`config.mk`:
```
export PLATFORM = sky130hd
export DESIGN_NAME = imem_boot_ctrl
export DESIGN_NICKNAME = d
export VERILOG_FILES = /design/src/rtl/imem_boot_ctrl.sv
export SDC_FILE = /design/constraint.sdc
export NUM_CORES = 1
export LEC_CHECK = 0
export ABC_AREA = 1
export CAP_MARGIN = 10
export CORE_AREA = 2 2 83 85
export CTS_CLUSTER_SIZE = 10
export DETAILED_ROUTE_END_ITERATION = 8
export DIE_AREA = 0 0 85 87
export GPL_TIMING_DRIVEN = 0
export PLACE_DENSITY = 0.76
export SLEW_MARGIN = 20
export SYNTH_ARGS = -nofsm -noshare
export SYNTH_HDL_FRONTEND = slang
export SYNTH_SLANG_ARGS = --single-unit
```
`constraint.sdc`:
```
create_clock -name clk -period 1.8 [get_ports clk]
set_input_delay 0.36 -clock clk [delete_from_list [all_inputs] [get_ports clk]]
set_output_delay 0.36 -clock clk [all_outputs]
set_load 0.02 [all_outputs]
```
`src/rtl/imem_boot_ctrl.sv`:
```
// -----------------------------------------------------------------------------
// imem_boot_ctrl
//
// Purpose:
//   Arbitrates the single-port instruction memory of the RISC-V core between
//   two owners. After reset the loader owns the memory (BOOT). Loader words are
//   written to consecutive word addresses starting at 0. When the final word
//   arrives, or the memory is full, ownership passes to the fetch unit (RUN).
//   A reload pulse returns ownership to the loader at any time and restarts the
//   load count. Memory contents are never cleared.
//
// Build option:
//   IMEM_BOUNDS_CHECK_EN
//     Defined   : a RUN fetch whose word index is >= DEPTH is granted but does
//                 not touch the memory. It returns a NOP (addi x0,x0,0) with
//                 fe_fault high for that one response cycle.
//     Undefined : the fetch word index wraps modulo 2**AW and fe_fault is 0.
//
// Parameters:
//   DEPTH : number of 32-bit words in the memory (DEPTH <= 2**AW)
//   AW    : memory word-address width
//
// Ports:
//   clk, rst           rising-edge clock, synchronous active-high reset
//   ld_valid/ld_data   loader word handshake (input side)
//   ld_last            final word of the program, qualified by ld_valid
//   ld_ready           loader word accepted this cycle
//   reload             single-cycle pulse that restarts the boot load
//   fe_req/fe_addr     fetch request and byte address (bits [1:0] ignored)
//   fe_gnt             fetch accepted this cycle
//   fe_rvalid/fe_rdata read response, one cycle after fe_gnt; rdata 0 otherwise
//   fe_fault           out-of-range fetch response (bounds-check build only)
//   boot_done          high while the fetch unit owns the memory
//   ld_count           words written since the last reset or reload
//   mem_*              single-port synchronous memory interface
// -----------------------------------------------------------------------------
module imem_boot_ctrl #(
   parameter int DEPTH = 8192,
   parameter int AW    = 13
) (
   input  logic          clk,
   input  logic          rst,
   input  logic          ld_valid,
   input  logic [31:0]   ld_data,
   input  logic          ld_last,
   output logic          ld_ready,
   input  logic          reload,
   input  logic          fe_req,
   input  logic [31:0]   fe_addr,
   output logic          fe_gnt,
   output logic          fe_rvalid,
   output logic [31:0]   fe_rdata,
   output logic          fe_fault,
   output logic          boot_done,
   output logic [AW:0]   ld_count,
   output logic          mem_en,
   output logic          mem_we,
   output logic [AW-1:0] mem_addr,
   output logic [31:0]   mem_wdata,
   input  logic [31:0]   mem_rdata
);

   typedef enum logic [0:0] {
      BOOT = 1'b0,
      RUN  = 1'b1
   } state_t;

   // DEPTH is compared against the AW+1 bit count, which can hold DEPTH itself.
   localparam logic [AW:0]  DEPTH_W  = (AW+1)'(DEPTH);
   localparam logic [AW:0]  COUNT_1  = (AW+1)'(1);
   localparam logic [31:0]  NOP_INSN = 32'h0000_0013;

   state_t      state_r;
   state_t      state_nxt_s;
   logic [AW:0] ld_count_r;
   logic [AW:0] ld_count_nxt_s;
   logic        rvalid_r;
   logic        rvalid_nxt_s;
   logic        unused_addr_s;

   // Word index of a fetch byte address, truncated to the memory width.
   function automatic logic [AW-1:0] fetch_index(input logic [31:0] byte_addr);
      return byte_addr[AW+1:2];
   endfunction

`ifdef IMEM_BOUNDS_CHECK_EN
   localparam logic [29:0] DEPTH_IDX = 30'(DEPTH);

   logic fault_r;
   logic fault_nxt_s;
   logic oob_s;

   // The full 30-bit word index is checked, so no alias of a valid word can hit.
   assign oob_s         = (fe_addr[31:2] >= DEPTH_IDX);
   assign unused_addr_s = ^fe_addr[1:0];
`else
   assign unused_addr_s = ^{fe_addr[31:AW+2], fe_addr[1:0]};
`endif

   // Next-state, next-count and memory-port steering for the current owner.
   always_comb begin
      state_nxt_s    = state_r;
      ld_count_nxt_s = ld_count_r;
      rvalid_nxt_s   = 1'b0;
`ifdef IMEM_BOUNDS_CHECK_EN
      fault_nxt_s    = 1'b0;
`endif
      ld_ready       = 1'b0;
      fe_gnt         = 1'b0;
      mem_en         = 1'b0;
      mem_we         = 1'b0;
      mem_addr       = {AW{1'b0}};
      mem_wdata      = 32'h0000_0000;

      if (reload) begin
         // Reload cycle: neither owner gets the memory.
         state_nxt_s    = BOOT;
         ld_count_nxt_s = {(AW+1){1'b0}};
      end else begin
         case (state_r)
            BOOT: begin
               ld_ready = (ld_count_r < DEPTH_W);
               if (ld_valid && ld_ready) begin
                  mem_en         = 1'b1;
                  mem_we         = 1'b1;
                  mem_addr       = ld_count_r[AW-1:0];
                  mem_wdata      = ld_data;
                  ld_count_nxt_s = ld_count_r + COUNT_1;
                  // Leave BOOT on the last word or when this word fills memory.
                  if (ld_last || (ld_count_nxt_s == DEPTH_W)) begin
                     state_nxt_s = RUN;
                  end else begin
                     state_nxt_s = BOOT;
                  end
               end else begin
                  state_nxt_s = BOOT;
               end
            end
            RUN: begin
               fe_gnt = fe_req;
               if (fe_req) begin
                  rvalid_nxt_s = 1'b1;
`ifdef IMEM_BOUNDS_CHECK_EN
                  if (oob_s) begin
                     fault_nxt_s = 1'b1;
                  end else begin
                     mem_en   = 1'b1;
                     mem_addr = fetch_index(fe_addr);
                  end
`else
                  mem_en   = 1'b1;
                  mem_addr = fetch_index(fe_addr);
`endif
               end else begin
                  rvalid_nxt_s = 1'b0;
               end
            end
            default: begin
               state_nxt_s    = BOOT;
               ld_count_nxt_s = {(AW+1){1'b0}};
            end
         endcase
      end
   end

   // State, load count and read-response registers.
   always_ff @(posedge clk) begin
      if (rst) begin
         state_r    <= BOOT;
         ld_count_r <= {(AW+1){1'b0}};
         rvalid_r   <= 1'b0;
`ifdef IMEM_BOUNDS_CHECK_EN
         fault_r    <= 1'b0;
`endif
      end else begin
         state_r    <= state_nxt_s;
         ld_count_r <= ld_count_nxt_s;
         rvalid_r   <= rvalid_nxt_s;
`ifdef IMEM_BOUNDS_CHECK_EN
         fault_r    <= fault_nxt_s;
`endif
      end
   end

   // Read data is forced to 0 outside a response so stale bus values never leak.
   always_comb begin
      if (rvalid_r) begin
`ifdef IMEM_BOUNDS_CHECK_EN
         if (fault_r) begin
            fe_rdata = NOP_INSN;
         end else begin
            fe_rdata = mem_rdata;
         end
`else
         fe_rdata = mem_rdata;
`endif
      end else begin
         fe_rdata = 32'h0000_0000;
      end
   end

   assign fe_rvalid = rvalid_r;
   assign boot_done = (state_r == RUN);
   assign ld_count  = ld_count_r;
`ifdef IMEM_BOUNDS_CHECK_EN
   assign fe_fault  = fault_r;
`else
   assign fe_fault  = 1'b0;
`endif

endmodule

```
Word-level counts from Yosys, hierarchy flattened:

Cells that the tools add are included.

* $lt $le $gt $ge: 1
* reduce and logical (&&, ||, !) cells: 5
* equality and inequality tests: 1
* $add $sub $neg: 1
* multiplexer cells: 21
* bitwise gates (word level): 1

Operators with widths (number)
* 32-bit two-way mux: 4
* 13-bit two-way mux: 3
* 13-bit case mux with 2 select lines: 1
* 14-bit by 1-bit adder with 14-bit output (second input constant): 1
* 14-bit == test (second input constant): 1
* 14-bit less-than comparator (second input constant): 1
* 1-bit two-way mux: 12
* 3-bit OR reduction: 1
* 1-bit case mux with 2 select lines: 1
* 2-bit AND reduction: 1
* 2-bit OR reduction: 1
* 1-bit logical AND: 1
* 1-bit logical OR: 1
* 1-bit inverter: 1

* input bits: 102
* register bits: 16
* output and inout bits: 98

Depth between registers and ports, before layout:

Gate-level depths: netlist of run 1.

* depth after elaboration: 6
* gate-level depth with buffers: 13

Worst setup path after synthesis of run 1:

Ideal clock, no wire load.

* path type: reg2out
* start: register ld_count_r[13], in the netlist ld_count[13]
* end: output mem_addr[10]
* setup slack: -0.323 ns
* data arrival time: 1.763 ns
* data required time: 1.440 ns
* cell stages (with the launch flop): 9
* path through: dfxtp_1 inv_2 nand2_1 nor2_4 inv_2 nor2_2 inv_2 buf_2 o21ai_0

* longest elaborated chain between the ends: 5

Ends and longest elaborated chain
* from (decl): RTL line 75 `logic [AW:0] ld_count_r;`
* from (signal assigned): RTL line 170 `ld_count_r <= {(AW+1){1'b0}};`
* from (signal assigned): RTL line 177 `ld_count_r <= ld_count_nxt_s;`
* 14-bit less-than comparator: RTL line 122 `ld_ready = (ld_count_r < DEPTH_W);`
* 1-bit logical AND: RTL line 123 `if (ld_valid && ld_ready) begin`
* 13-bit two-way mux: RTL line 123
* 13-bit case mux with 2 select lines: RTL line 120 `case (state_r)`
* 13-bit two-way mux: RTL line 115 `if (reload) begin`
* to (decl): RTL line 58 `output logic [AW-1:0] mem_addr,`

Every way passes these cells.

Worst setup path in the final report of run 1:

* start: register ld_count_r[13], in the netlist ld_count[13]
* end: output mem_addr[7]

The elaborated chain is that of the path after synthesis.

==> results.md, run 1 <==
* Status: complete, but fails checks
* Violated checks: negative setup slack
* P_int at between 0.9 and 1 mW
* Clock share of power at between 20% and 30%
* Reg power frac at ~28%
* Critical Path AT at approximately 1.7 ns
* Switching Share at between 30% and 40%
* Insertion delay to the later sink of the worst-skew pair at ~0.26 ns
* Lkg Pwr at ~2.3 nW
* Sequential area share after synthesis at approximately a fifth
* Initial drt markers at 60
* Fin crit share at 112%
* Per-cell routed wire length at 13.0 um
* Worst Path Max Fanout at 5
* Largest net degree at the start of global routing at 11
* Distinct cells, synth at 27
* CTS max path bufs at 2
* Worst Slack Setup Final at -0.214 ns
* Pre-antenna DRT Iters at 4
* Core Footprint at roughly 6600 sq um
* Setup violators final at 44
* Final wirelength at 7.93 mm
* GP Congestion at roughly 0.87
* Cts bufs inserted at 3
* DIE WIDTH at about 85 um
* First-pass GRT wire length at 12.3 mm
* Ys async rst share at 0%
* Gr ovfl total at 0
* CP endpoint kind: primary output
* Worst Hold Class: register to register
* Max Transition Viols Final at 0
* Most instantiated library cell after synthesis: inv_1
* GRT Overall Usage at 20.6%
* Clk pin slew, worst setup/hold paths at ~0.06 ns
* Final TNS setup at -6.36 ns
* Ports at 200
* Final clock skew at a little under 0.002 ns
* Final-report hold violation count at 0
* Final HPWL DP at roughly 5.8 mm
* Die height at between 80 and 90 um
* # Max-Cap Violations at 0
* CTS tree: yes
* Yosys warnings at 0
* Largest area contributor in the netlist: inv_1
* Vias in the first global route at ~2600
* Mapped cell area at ~1700 sq um
* ANT cells at 0
* Crit Path Category: register to primary output
* Initial antenna violation count at 0
* Min Tclk post-route at 2.01 ns
* Layout cell share with drive strength beyond 1 at approximately 30%
* H-tree depth at 1
* Top cells by area, synth: inv_1 20%, dfxtp_1 19%, nand2_1 18%, nor2_1 9.5%, o21ai_0 6.8%
* # port buffers at roughly 180
* CP Launch Type: register
* Max IR drop VDD at ~0.34 mV
* Cell Pwr Density at 317 nW/um^2
* Via count at between 2000 and 3000
* P_sw at ~0.45 mW
* Root Buffer: clkbuf_8
* Nets@finish at 635
* Synth Instances at ~330
* TritonCTS sink count at 16
* Residual DRC at 0
* Num rows at 30
* Via/cell ratio at about 4.4
* Top FF cell, synth: dfxtp_1
* Worst Path Required at roughly 1.4 ns
* Area growth from synthesis to layout at 158%
* Worst hold slack at 0.517 ns
* Routed Antenna Nets at 0
* RSZ-0062 raised after global routing: true
* Top cell type's share of synthesized area at about a fifth
* Total power at approximately 1.4 mW
* Syn_nets at 431
* Die area at roughly 7400 sq um
* Synth Register Bits at 16
* EDFF count, synth at 0
* Comb pwr share at between 40% and 50%
* Top post-synthesis cells by count: 92 x inv_1, 80 x nand2_1, 43 x nor2_1
* Max Fclk at slightly below 500 MHz
* Starting Density at roughly 26%
* Synth Area per Inst at a little over 5 sq um
-- power groups by stage --
stage / Clock (mW) / Sequential (mW) / Combinational [mW]
3_3_place_gp: 0 / 0.393 / 0.525
6_report: 0.325 / 0.385 / 0.676
3_5_place_dp: 0 / 0.393 / 0.530
2_1_floorplan: 0 / 0.404 / 0.203
4_1_cts: 0.330 / 0.385 / 0.669
5_1_grt: 0.348 / 0.387 / 0.718
-- critical path: stages, from the launching register on --
cell and delay, ns:
dfxtp_4 0.35, inv_4 0.06, nand2_4 0.05, nor2_4 0.13
inv_4 0.05, nor2_4 0.13, inv_6 0.07, buf_12 0.15
buf_12 0.14, o21ai_4 0.13, buf_6 0.13
-- through the flow --
| step | worst slack, ns | util, % | instance area (sq um) | std cells |
|---|---|---|---|---|
| after floorplan | -0.0353 | - | 1850 | 327 |
| after global placement | -0.916 | 57.0 | 3740 | 586 |
| after detailed placement | -0.949 | 57.0 | 3740 | 586 |
| after CTS | -0.257 | 66.1 | 4340 | 608 |
| after global routing | -0.273 | 66.6 | 4380 | 610 |
| final | -0.214 | 66.6 | 4380 | 610 |
-- sequential cells by signal, summed over array words and instances (netlist names) --
register / flops
ld_count: 14
fe_rvalid: 1
boot_done: 1
-- cell usage in the layout (no fill, tap or decap), drive strengths merged, types with 2 or more instances in the layout --
master         synthesis  layout
buf                    8      76
clkbuf                 4       9
dlygate4sd2            0      34
o21ai                 25      25
clkdlybuf4s50          0      95
inv                   96      96
a21oi                 12      12
nand3                 14      14
nand2                 85      85
dfxtp                 16      16
nand4                  3       3
nor2                  53      53
ha                     2       2
o211ai                 3       3
a32o                   2       2
-- final timing paths --
| kind | startpoint | to | slack (ns) | cells past startpoint |
|---|---|---|---|---|
| max | ld_count[13] | mem_addr[7] | -0.21 | 10 |
| min | ld_count[0] | ld_count[0] | 0.52 | 1 |
| max reg2reg | ld_count[0] | boot_done | 0.15 | 13 |
| min reg2reg | ld_count[0] | ld_count[0] | 0.52 | 1 |
-- metal layers --
| metal | part of all wire, % | track usage (%) | up-vias | wire length (um) |
|---|---|---|---|---|
| li1 | - | - | 1363 | - |
| met2 | 55 | 40.0 | 120 | 4330 |
| met4 | 2.1 | 6.20 | 0 | 170 |
| met1 | 36 | 22.1 | 1173 | 2830 |
| met3 | 7.6 | 4.36 | 17 | 603 |
| met5 | 0 | 0 | - | 0 |
-- logic make-up (layout without fill, tap and decap cells) --
| logic type | Yosys count | in the layout | synth area share (%) |
|---|---|---|---|
| AO/OA/AOI/OAI | 42 | 42 | 13.6 |
| AND/OR/NAND/NOR | 156 | 156 | 40.0 |
| flip-flops | 16 | 16 | 18.9 |
| XOR/XNOR | 2 | 2 | 1.03 |
| adder cells (fa/ha/maj) | 2 | 2 | 1.47 |
| other | 1 | 1 | 0.221 |
| buffers and inverters | 108 | 311 | 24.7 |
-- timing repair --
item | CTS | global route
cloned | 4 | 0
hold buffers | 0 | 0
setup endpoints to repair | 82 | 49
resized for setup | 402 | 10
pin swaps | 8 | 3
buffers inserted | 14 | 4
-- layout make-up --
cell class                 count  area, sq um
inverter                      96          370
buffer                        11          136
timing repair buffer         200         2060
clock buffer                   4         55.1
multi-input combinational    203         1320
fill                         565         2190
sequential                    16          332
tap                           80          100
Note: power is estimated with default switching activity, not from simulation.
==> run 2, diff against run 1 <==
--- a/config.mk
+++ b/config.mk
@@ -6,13 +6,13 @@
 export NUM_CORES = 1
 export LEC_CHECK = 0
 export ABC_AREA = 1
-export CAP_MARGIN = 10
-export CORE_AREA = 2 2 83 85
+export CORE_AREA = 2 2 78 80
 export CTS_CLUSTER_SIZE = 10
 export DETAILED_ROUTE_END_ITERATION = 8
-export DIE_AREA = 0 0 85 87
+export DIE_AREA = 0 0 80 82
+export DONT_BUFFER_PORTS = 1
 export GPL_TIMING_DRIVEN = 0
-export PLACE_DENSITY = 0.76
+export PLACE_DENSITY = 0.4
 export SLEW_MARGIN = 20
 export SYNTH_ARGS = -nofsm -noshare
 export SYNTH_HDL_FRONTEND = slang
==> constraint.sdc (replaced) <==
create_clock -name clk -period 2.5 [get_ports clk]
set_input_delay 0.5 -clock clk [delete_from_list [all_inputs] [get_ports clk]]
set_output_delay 0.5 -clock clk [all_outputs]
set_load 0.02 [all_outputs]
==> run 2 against run 1 <==
Compared with the run above:
- the run now ends clean
- clock skew grew 0.0036 ns
- global-route usage decreased by 5.4 points
- hold slack got worse by 0.21 ns
- first-iteration DRC count is 22% lower
- cell area shrank 51%
- die area decreased by 11%
- sequential share of layout area rose by 7.3 points
- critical path depth is 2 lower
- non-clock buffer count shrank 196
- critical path type unchanged
==> results.md, run 2 (synthesis gave the netlist of run 1 again) <==
* Status: finished clean
* Placed cell area at approximately 1800 sq um
* Vias in the first global route at between 1500 and 2000
* Fill count at 642
* Cell family with most CP delay: simple AND/OR/NAND/NOR gates
* Relative slew margins at roughly 55%
* Insertion delay to the later sink of the worst-skew pair at between 0.2 and 0.3 ns
* TritonCTS sink count at 16
* ANT cells at 0
* Num rows at 28
* Area growth from synthesis to layout at 27.6%
* # Max-Cap Violations at 0
* Clock share of power at between 30% and 40%
* Final clock skew at 0.00550 ns
* Critical Path AT at 1.86 ns
* Cts bufs inserted at 3
* Worst hold slack at 0.307 ns
* Max Transition Viols Final at 0
* Die height at 82 um
* Via/cell ratio at between 4 and 5
* Fin crit share at between 90% and 100%
* Min Tclk post-route at 2.36 ns
* Crit path top cell by count: inv_2
* Bufs and invs on worst path at 4
* Routed Antenna Nets at 0
* Largest register FFs at 14
* Cell Pwr Density at 337 nW/um^2
* RSZ-0062 raised after global routing: true
* Worst path slowest cell: dfxtp_2
* Initial drt markers at 47
* Residual DRC at 0
* Lkg Pwr at between 1 and 1.5 nW
* H-tree depth at 1
* CTS max path bufs at 2
* Setup violators final at 0
* Worst Path Max Fanout at 10
* # port buffers at 0
* Core Footprint at 5750 sq um
* Die area at 6560 sq um
* Layout cell share with drive strength beyond 1 at between 20% and 30%
* Initial antenna violation count at 0
* Root Buffer: clkbuf_8
* Max IR drop VDD at about 0.13 mV
* P_int at about 0.45 mW
* CTS tree: yes
* Final wirelength at ~5.7 mm
* Largest net degree at the start of global routing at 11
* DIE WIDTH at approximately 80 um
* Worst Path Required at around 2.0 ns
* P_sw at about 0.28 mW
* Starting Density at about 30%
* Via count at ~1900
* GRT Overall Usage at about 15%
* Final-report hold violation count at 0
* First-pass GRT wire length at 7.80 mm
* Nets@finish at around 440
* Commonest non-fill, non-tap cell in the layout: inv_1
* Worst-Margin Slew at 0.668 ns
* Clk pin slew, worst setup/hold paths at 0.07 ns
* Comb pwr share at between 20% and 30%
* Worst-path cell chain: inv_2 -> nand2_1 -> nor2_4 -> inv_2 -> nor2_4 -> inv_2 -> buf_4 -> nor2_2
* Ports at 200
* Final HPWL DP at between 4 and 5 mm
* Slowest stage delay, CP at between 0.3 and 0.4 ns
* Reg power frac at approximately 40%
* Switching Share at 37.8%
* Cell area after layout at ~2200 sq um
* GP Congestion at between 0.7 and 0.8
* Max Fclk at around 420 MHz
* CP endpoint kind: primary output
* Most frequent cells in the layout: 92 x inv_1, 80 x nand2_1, 28 x nor2_4
* Per-cell routed wire length at 13.9 um
* Worst Hold Class: input port to register
* Crit Path Category: register to primary output
* Pre-antenna DRT Iters at 6
* CP Launch Type: register
* Gr ovfl total at 0
==> run 2: cell count changes in the layout (fill, tap and decap cells not counted), sizes merged <==
cell / previous run / this run
buf: 76 / 11
clkbuf: 9 / 8
dlygate4sd2: 34 / 0
clkdlybuf4s50: 95 / 0
dlymetal6s2s: 1 / 0
==> run 2: stage by stage <==
step	setup slack (ns)	power (mW)	utilization (%)	setup TNS (ns)	std cells
floorplan	0.218	0.413	-	0	327
global placement	-0.103	0.442	31.2	-0.606	402
detailed placement	-0.116	0.442	31.2	-0.605	402
CTS	0.00308	0.716	35.4	0	406
global route	-0.0413	0.772	37.7	-0.324	409
finish	0.141	0.730	37.7	0	409
==> run 2: path summary, 6_finish.rpt <==
check | from | cells past startpoint | slack, ns | to
setup / recovery | ld_count[13] | 8 | 0.14 | mem_wdata[25]
hold / removal | rst | 1 | 0.31 | fe_rvalid
setup reg to reg | ld_count[0] | 11 | 0.47 | boot_done
hold reg to reg | ld_count[13] | 2 | 0.55 | ld_count[13]
==> run 2: area by class of cell <==
type / count / area, sq um / share of cell area [%]
flip-flops and latches: 16 / 323 / 14.9
multi-input cells: 203 / 1240 / 57.1
well taps: 75 / 93.8 / 4.34
clock buffers: 4 / 55.1 / 2.54
plain buffers: 12 / 73.8 / 3.41
inverters: 96 / 360 / 16.6
repair buffers: 3 / 22.5 / 1.04
==> run 2: layer usage <==
layer	global-route usage (%)	routed length (um)	part of all wire [%]
met3	3.19	373	6.6
met5	0	0	0
met1	19.6	2380	42
met2	26.0	2910	51
met4	3.05	27	0.47
==> run 2: power groups by stage <==
stage          combinational, mW  clock, mW  sequential [mW]
2_1_floorplan              0.122          0            0.291
3_3_place_gp               0.145          0            0.297
3_5_place_dp               0.146          0            0.296
4_1_cts                    0.172      0.254            0.290
5_1_grt                    0.214      0.266            0.292
6_report                   0.194      0.246            0.290
==> run 2: what timing repair did <==
item / in CTS / in global routing
gates resized for setup: 64 / 26
pin swaps: 1 / 2
endpoints found under the setup margin: 44 / 44
buffers inserted: 0 / 3
hold buffers: 0 / 0
